[src/rtl/stream_mux_rr.sv]
// stream_mux_rr: N-way valid/ready stream multiplexer with round-robin
// or fixed-priority arbitration feeding a single registered output stage.
module stream_mux_rr #(
    parameter  int WIDTH = 32,
    parameter  int N     = 3,
    parameter  int MODE  = 0,
    localparam int SELW  = (N > 1) ? $clog2(N) : 1
) (
    input  logic                 clk,
    input  logic                 rst_n,
    input  logic [N-1:0]         in_valid,
    input  logic [N*WIDTH-1:0]   in_data,
    output logic [N-1:0]         in_ready,
    output logic                 out_valid,
    output logic [WIDTH-1:0]     out_data,
    output logic [SELW-1:0]      out_sel,
    input  logic                 out_ready
);

    logic [WIDTH-1:0] chan [N];
    logic [SELW-1:0]  ptr;
    logic [SELW-1:0]  ptr_nxt;
    logic [SELW-1:0]  gsel;
    logic [N-1:0]     grant;
    logic [WIDTH-1:0] gdata;
    logic             found;
    logic             load;
    logic             accept;

    for (genvar i = 0; i < N; i++) begin : g_chan
        assign chan[i] = in_data[i*WIDTH +: WIDTH];
    end

    // Scan starts at ptr in round-robin mode, at 0 in fixed-priority mode.
    always_comb begin : arb
        int              idx;
        logic [SELW-1:0] sel_k;
        grant = '0;
        gsel  = '0;
        gdata = '0;
        found = 1'b0;
        idx   = 0;
        sel_k = '0;
        for (int k = 0; k < N; k++) begin
            if (MODE == 0) begin
                idx = int'(ptr) + k;
                if (idx >= N) begin
                    idx = idx - N;
                end
            end else begin
                idx = k;
            end
            sel_k = SELW'(idx);
            if (!found && in_valid[sel_k]) begin
                found        = 1'b1;
                grant[sel_k] = 1'b1;
                gsel         = sel_k;
                gdata        = chan[sel_k];
            end
        end
    end

    // in_ready depends combinationally on out_ready and in_valid.
    assign load     = !out_valid || out_ready;
    assign in_ready = load ? grant : '0;
    assign accept   = load && found;

    always_comb begin
        ptr_nxt = ptr;
        if (MODE == 0) begin
            if (gsel == SELW'(N - 1)) begin
                ptr_nxt = '0;
            end else begin
                ptr_nxt = gsel + 1'b1;
            end
        end
    end

    always_ff @(posedge clk or negedge rst_n) begin
        if (!rst_n) begin
            out_valid <= 1'b0;
            out_data  <= '0;
            out_sel   <= '0;
            ptr       <= '0;
        end else if (load) begin
            out_valid <= accept;
            if (accept) begin
                out_data <= gdata;
                out_sel  <= gsel;
                ptr      <= ptr_nxt;
            end
        end
    end

endmodule

[config.mk]
export PLATFORM = sky130hd
export DESIGN_NAME = stream_mux_rr
export DESIGN_NICKNAME = d
export VERILOG_FILES = /design/src/rtl/stream_mux_rr.sv
export SDC_FILE = /design/constraint.sdc
export NUM_CORES = 1
export LEC_CHECK = 0
export ABC_AREA = 1
export BUFFER_PORTS_ARGS = -buffer_cell sky130_fd_sc_hd__buf_2
export CORE_UTILIZATION = 57
export CTS_CLUSTER_DIAMETER = 30
export DETAILED_ROUTE_END_ITERATION = 8
export PLACE_DENSITY_LB_ADDON = 0.2
export SYNTH_ARGS = -nofsm -noshare
export SYNTH_HDL_FRONTEND = slang
export SYNTH_SLANG_ARGS = --single-unit
[constraint.sdc]
create_clock -name clk -period 5.1 [get_ports clk]
set_clock_uncertainty 0.05 [all_clocks]
set_input_delay 0.765 -clock clk [delete_from_list [all_inputs] [get_ports clk]]
set_output_delay 0.765 -clock clk [all_outputs]
set_load 0.005 [all_outputs]
Word-level counts from Yosys, hierarchy flattened
Index checks and enable logic that the tools add are counted.

$add $sub $neg: 6. Bitwise operators: 5. Reduce and logical (&&, ||, !) cells: 11. Order comparisons: 12. Equal/unequal tests: 1. Muxes and demuxes: 38.

Operator list (count): 2-to-1 mux 32 bit (9); binary-select mux 32 bit (select 2 bit) (3); 2-to-1 mux 2 bit (7); 2-to-1 mux 3 bit (4); >= comparator 3 bit, second input constant (3); less-than comparator 2 x 3 -> 1 bit, second input constant (3); 2-to-1 mux 1 bit (9); NOT 2 -> 3 bit (3); binary-select mux 1 bit (select 2 bit) (3); demux 1 bit (select 2 bit) (3); >= comparator 2 x 1 -> 1 bit, second input constant (3); >= comparator 3 x 2 -> 1 bit, second input constant (2); logical AND 1 bit (6); OR 3 bit (2); subtractor 2 bit, second input constant (3); adder 2 x 1 -> 3 bit, second input constant (1); adder 2 x 2 -> 3 bit, second input constant (1); logical NOT 1 bit (3); adder 2 x 1 -> 2 bit, second input constant (1); equality test 2 bit, second input constant (1); >= comparator 2 bit, second input constant (1); AND reduction 2 bit (1); logical OR 1 bit (1).

Bits in registers: 37. Input bits: 102. Output and inout bits: 38. Logic and storage cells: 77.

Depth between registers and ports, before layout
Gate-level depths: netlist of run 1.

Depth in word-level cells: 13. Depth in mapped cells: 14. Mapped depth without buffers: 12.

Worst setup path after synthesis of run 1
Ideal clock, no wire load.

Path type: in2out. Start: input in_valid[2]. End: output in_ready[0]. Buffers on the path: 2. Arrival time: 1.732 ns. Cell stages on the path: 8. Path slack: 2.553 ns. Required time: 4.285 ns. Cells stage by stage: inv_1 -> o21ai_0 -> nand2_2 -> buf_4 -> buf_2 -> o21ai_0 -> a21oi_1 -> nor2_1.

Longest elaborated chain between the ends: 10. Elaborated cells on any way between the ends: 18. Those cells by class: mux: 12; bitwise: 2; reduce/logical: 4.

RTL lines: start: declaration (line 11) `input logic [N-1:0] in_valid,`; binary-select mux 1 bit (select 2 bit) (line 54) `if (!found && in_valid[sel_k]) begin`; 2-to-1 mux 1 bit (implied by the code) (line 54); 2-to-1 mux 1 bit (line 54); logical NOT 1 bit (line 54); logical AND 1 bit (line 54); 2-to-1 mux 1 bit (line 54); logical NOT 1 bit (line 54); logical AND 1 bit (line 54); 2-to-1 mux 3 bit (*) (line 54); 2-to-1 mux 3 bit (*) (line 65) `assign in_ready = load ? grant : '0;`; end: declaration (line 13) `output logic [N-1:0] in_ready,`.

Every way passes the cells marked *; elsewhere a longest branch is shown, timed or not. The select of a mux whose other input is x is not followed.

Worst setup path in the final report of run 1
Start: register ptr[0]. End: output in_ready[1].

Longest elaborated chain between the ends: 12. Elaborated cells on any way between the ends: 44. Those cells by class: add/sub: 5; order compare: 9; mux: 21; bitwise: 2; reduce/logical: 7.

RTL lines: start: declaration (line 21) `logic [SELW-1:0] ptr;`; start signal: assignment (line 90) `ptr <= ptr_nxt;`; adder 2 x 1 -> 3 bit, or another cell as far along (line 46) `idx = int'(ptr) + k;`; >= comparator 3 x 2 -> 1 bit, or another cell as far along (line 47) `if (idx >= N) begin`; 2-to-1 mux 2 bit, or another cell as far along (line 47); less-than comparator 2 x 3 -> 1 bit (implied by the code), or another cell as far along (line 56) `grant[sel_k] = 1'b1;`; logical AND 1 bit (implied by the code), or another cell as far along (line 56); 2-to-1 mux 1 bit (implied by the code), or another cell as far along (line 56); demux 1 bit (select 2 bit), or another cell as far along (line 56); OR 3 bit (no line) / 2-to-1 mux 1 bit (equally long branches); 2-to-1 mux 3 bit / logical NOT 1 bit (equally long branches) (line 54); OR 3 bit (no line) / logical AND 1 bit (equally long branches); 2-to-1 mux 3 bit (*) (line 54); 2-to-1 mux 3 bit (*) (line 65).

Marks and branches as above.

==> results.yml, run 1 <==
clock_tree:
  clkSinkCount: 37
  cts_tree: "built"
  cts_setup_buffers: 0
  cts.path.max_buffers: 2
  hold_buffers: 0
  cts_root_buf: "clkbuf_8"
  cts_htree_levels: 2
  cts_inserted_buffers: 5
  clk_pin_slew_ps: 80
  cts-resized-gates: 0
  clk_latency_ps: 300
hold_path:
  hold_start: "out_data[18]"
  hold_class: "reg2reg"
routing:
  drc: 0
  dr.pass1.iters: 5
  top_layer: "met4"
  wl_met1_um: 5733
  ant_nets: 0
  wl_um: 14050
  wl_met2_um: 6540
  drt_iter0_drc: 590
  vias: 5638
  wl_per_cell_um: 14.43
  wl_met3_um: 1436
  avgViaCountPerCell: 5.789
sta:
  max-slew-margin-rel: 0.2119
  setup-violations-final: 0
  rsz0062_at_grt: "false"
  min_period_ps: 4098
  slew_violations: 0
  holdWs_ps: 425.2
  max_slew.worst_pin.slew_ps: 1181
  fmax_ghz: 0.2440
  finalSetupTns_ps: 0
  period_share: 0.8035
  hold_violations: 0
yosys:
  ys_warn_count: 0
  syn_area_um2: 4379
  ys.flop_type: "dfrtp_1"
  synth_nets: 888
  synth_seq_cells: 37
  synth_edf_count: 0
  yosysSeqAreaShare: 0.2114
  yosys.cell_types.count: 24
  netlist_instances: 782
  syn-mean-instance-area_um2: 5.600
  async_reset_ff_frac: 1.000
setup_path:
  r2r_slack_ps: 1320
  cp_max_fo: 40
  r2r-start: "ptr[0]"
  startpoint: "ptr[0]"
  endpoint_kind: "output pin"
  cp_slowest_cell: "inv_2"
  max_stage_delay_ps: 440
  crit_type: "reg2out"
  crit_required_ps: 4280
  arrival_ps: 3280
  worstPathCellList: "inv_1 -> ha_4 -> inv_2 -> buf_4 -> nand3_1 -> nand2_2 -> buf_4 -> nand3_1 -> o21ai_0 -> a21oi_1 -> nor2_1 -> buf_2"
  startpoint_type: "flop"
place:
  dp.final_hpwl_um: 8988
  portBuffers: 139
  gp_congestion: 0.9333
die:
  io_pins: 140
  die_w_um: 89.65
  dieHeight_um: 89.65
  core_area_um2: 7331
  rows: 31
  dieArea_um2: 8037
  start_util: 0.5974
finish:
  syn2layout_area_growth_pct: 15.49
  final_cell_mix: "215 x nand2_1, 154 x o21ai_0, 139 x buf_2"
  nets: 980
  antennaDiodeCount: 0
  utilization: 0.6899
  drive_gt1_frac: 0.1897
  final_common_cell: "nand2_1"
pwr:
  power_density_nw_per_um2: 701.4
  irDropWorstVdd_mv: 0.8308
  p_leak_nw: 2.795
status:
  status: "finished, final reports clean"
global_route:
  grt_pass1_vias: 5211
  grt.overflow.total: 0
  antenna_found_initial: 0
  grt_pass1_wl_um: 22470
  grt_max_degree: 100
  track_usage: 0.3522
job:
  maxCapViolCount: 0
-- path summary, 6_finish.rpt --
check,to,cells after the start
min reg2reg,out_data[18],2
min,out_data[18],2
max reg2reg,ptr[1],12
max,in_ready[1],12
max in group asynchronous,out_valid,1
min in group asynchronous,out_data[15],1
-- flip-flops by register name (all words and copies together) (netlist names) --
name / flops
out_data: 32
out_sel: 2
ptr: 2
out_valid: 1
-- synth_stat cells, types with 2 or more instances --
cell,instances,share of area
o21ai_0,154,0.18
nand2_1,215,0.18
ha_1,4,0.011
nor2_1,8,0.0069
buf_6,3,0.0077
inv_2,5,0.0043
buf_1,3,0.0026
nand4_1,2,0.0029
nand3_1,70,0.080
o211ai_1,32,0.055
dfrtp_1,37,0.21
buf_4,7,0.012
nand2_2,2,0.0029
o21ai_1,11,0.013
buf_2,24,0.027
a21oi_1,67,0.077
clkbuf_1,24,0.021
inv_1,107,0.092
a31oi_1,2,0.0029
-- through the flow --
stage               worst slack [ps]  power, W  instance area [um^2]  instances
finish                          1002  0.003547                  5057        974
global route                   762.7  0.003945                  5057        974
CTS                             1081  0.003496                  5057        974
detailed placement              1407  0.003243                  4956        966
global placement                1520  0.003147                  4956        966
floorplan                       2553  0.002674                  4379        782
-- cell type report --
class,count,area [um^2]
inverters,112,420.4
multi-input cells,572,2738
fillers,681,2273
flip-flops and latches,37,925.9
well taps,99,123.9
clock buffers,7,96.34
clock inverters,1,5.005
repair buffers,146,748.2
-- worst max-delay path: cells and delay by family (launching register included) --
| family | cells | cell delay (ps) |
|---|---|---|
| AO/OA/AOI/OAI | 2 | 200 |
| adder cells (fa/ha/maj) | 1 | 310 |
| buffers and inverters | 5 | 1480 |
| flip-flops | 1 | 410 |
| AND/OR/NAND/NOR | 4 | 550 |
-- where the power goes --
| group | internal, W | switching [W] |
|---|---|---|
| Clock | 0.000123 | 0.000121 |
| Sequential | 0.000438 | 0.0000703 |
| Combinational | 0.000911 | 0.00188 |
| Total | 0.00147 | 0.00208 |
-- cell families after synthesis --
kind of cell	after synthesis	synth area share
simple gates	300	0.2823
buf+inv	173	0.1663
flops	37	0.2114
fa+ha+maj	4	0.01143
compound gates	268	0.3286
-- layer usage --
metal,vias up,global-route usage
met5,-,0
met4,0,0.1530
met3,41,0.06399
met2,355,0.5813
met1,2498,0.4502
li1,2744,-
Note: power is estimated with default switching activity, not from simulation.
==> run 2: changes to the inputs <==
--- a/config.mk
+++ b/config.mk
@@ -7,7 +7,7 @@
 export LEC_CHECK = 0
 export ABC_AREA = 1
 export BUFFER_PORTS_ARGS = -buffer_cell sky130_fd_sc_hd__buf_2
-export CORE_UTILIZATION = 57
+export CORE_UTILIZATION = 53
 export CTS_CLUSTER_DIAMETER = 30
 export DETAILED_ROUTE_END_ITERATION = 8
 export PLACE_DENSITY_LB_ADDON = 0.2
==> constraint.sdc (replaced) <==
create_clock -name clk -period 4 [get_ports clk]
set_clock_uncertainty 0.05 [all_clocks]
set_input_delay 0.6 -clock clk [delete_from_list [all_inputs] [get_ports clk]]
set_output_delay 0.6 -clock clk [all_outputs]
set_load 0.005 [all_outputs]
==> run 2 against run 1 <==
Compared with the run above: cell count grew 0.31%; global-route usage shrank 0.90 points; clock power grew 19%; highest routed layer unchanged; combinational power grew 30%; worst hold slack lost 44 ps; critical path type unchanged; cell area is essentially flat; core utilization shrank 4.6 points; largest cell class unchanged.
==> results.yml, run 2 (synthesis results as in run 1) <==
pwr:
  p_sw_frac: 0.5911
  switchingPower_w: 0.002705
  clockPowerShare: 0.063
  pwr-share-comb: 0.796
  p_leak_nw: 2.790
  power_density_nw_per_um2: 905.6
  pwr-share-seq: 0.141
  p_int_w: 0.001871
  irDropWorstVdd_mv: 1.055
  fin_total_pwr_w: 0.004577
die:
  start_util: 0.5580
  die_w_um: 92.90
  core_area_um2: 7848
  dieHeight_um: 92.90
  rows: 32
  io_pins: 140
  dieArea_um2: 8630
clock_tree:
  clk_pin_slew_ps: 80
  cts_htree_levels: 2
  cts_setup_buffers: 0
  cts_inserted_buffers: 5
  hold_buffers: 0
  clkSinkCount: 37
  cts-resized-gates: 0
  cts.path.max_buffers: 2
  cts_tree: "built"
  cts_root_buf: "clkbuf_8"
  clk_latency_ps: 290
finish:
  syn2layout_area_growth_pct: 15.40
  final_common_cell: "nand2_1"
  final_cell_mix: "215 x nand2_1, 154 x o21ai_0, 139 x buf_2"
  largest_reg_flops: 32
  drive_gt1_frac: 0.1886
  reg_top3: "out_data (32), out_sel (2), ptr (2)"
  fillCellCount: 771
  multi_input_area_um2: 2738
  fin_cells: 977
  antennaDiodeCount: 0
  nets: 981
  regMostFlops: "out_data"
  seq_area_um2: 925.9
setup_path:
  crit_type: "reg2out"
  crit_path_end: "in_ready[2]"
  startpoint: "ptr[0]"
  rr_worst_depth: 11
  endpoint_kind: "output pin"
  r2r_slack_ps: 540
  worst_r2r_endpoint: "ptr[0]"
  startpoint_type: "flop"
  cp_max_fo: 37
  r2r-start: "ptr[0]"
  arrival_ps: 2930
  crit_required_ps: 3350
global_route:
  grt_pass1_wl_um: 24230
  grt.overflow.total: 0
  grt_pass1_vias: 5189
  grt_max_degree: 99
  track_usage: 0.3432
  antenna_found_initial: 0
routing:
  drt_iter0_drc: 627
  wl_per_cell_um: 15.13
  avgViaCountPerCell: 5.873
  dr.pass1.iters: 5
  vias: 5738
  drc: 0
  ant_nets: 0
  wl_um: 14780
place:
  dp.final_hpwl_um: 9243
  placed_cells: 970
  gp_congestion: 0.9257
  portBuffers: 139
sta:
  min_period_ps: 3580
  setup-violations-final: 0
  rsz0062_at_grt: "false"
  max_slew.worst_pin.slew_ps: 1183
  slew_violations: 0
  finalSetupTns_ps: 0
  hold_violations: 0
  period_share: 0.8950
  fmax_ghz: 0.2793
  max-slew-margin-rel: 0.2102
hold_path:
  hold_class: "in2async"
status:
  status: "finished, final reports clean"
job:
  maxCapViolCount: 0
run 2: cell types whose count changed in the layout (fill, tap and decap cells not counted), sizes merged:
cell	before	now
buf	146	147
clkinv	1	0
run 2: per-layer routing:
metal,global-route usage,part of all wire
met5,0,0
met4,0.1321,0.019
met3,0.05090,0.11
met2,0.5576,0.46
met1,0.4568,0.42
run 2: worst min path at each step:
stage / slack [ps] / end / from
finish: 380 / out_data[17] / rst_n
global route: 450 / out_data[31] / out_data[31]
CTS: 420 / out_data[3] / rst_n
detailed placement: 410 / out_data[31] / out_data[31]
global placement: 410 / out_data[19] / out_data[19]
floorplan: 250 / out_data[0] / rst_n
run 2: area by class of cell:
class                   instances  area share
repair buffers                147      0.1495
multi-input cells             572      0.5417
flip-flops and latches         37      0.1832
inverters                     112     0.08319
well taps                     102     0.02525
clock buffers                   7     0.01708
run 2: power groups by stage:
stage	Clock [W]	Combinational (W)	Sequential, W
finish	0.000289	0.00364	0.000645
global route	0.000309	0.00408	0.000663
CTS	0.000295	0.00356	0.000645
detailed placement	0	0.00354	0.000649
global placement	0	0.00343	0.000639
floorplan	0	0.00275	0.000661
run 2: worst max-delay path, stage by stage, from the launching register on:
cell	delay, ps
dfrtp_1	400
inv_1	110
ha_4	310
inv_2	400
nor2_1	70
inv_1	780
nor2_1	120
a31oi_1	210
a21oi_1	80
buf_2	130
run 2: stage by stage:
stage / area, um^2 / setup WS (ps) / hold WS (ps) / utilization
6_report: 5054 / 420.1 / 380.9 / 0.6440
5_1_grt: 5054 / 246.2 / 454.5 / 0.6440
4_1_cts: 5054 / 468.1 / 422.2 / 0.6440
3_5_place_dp: 4967 / 686.3 / 410.0 / 0.6330
3_3_place_gp: 4967 / 739.7 / 406.5 / 0.6330
2_1_floorplan: 4379 / 1621 / 254.4 / -
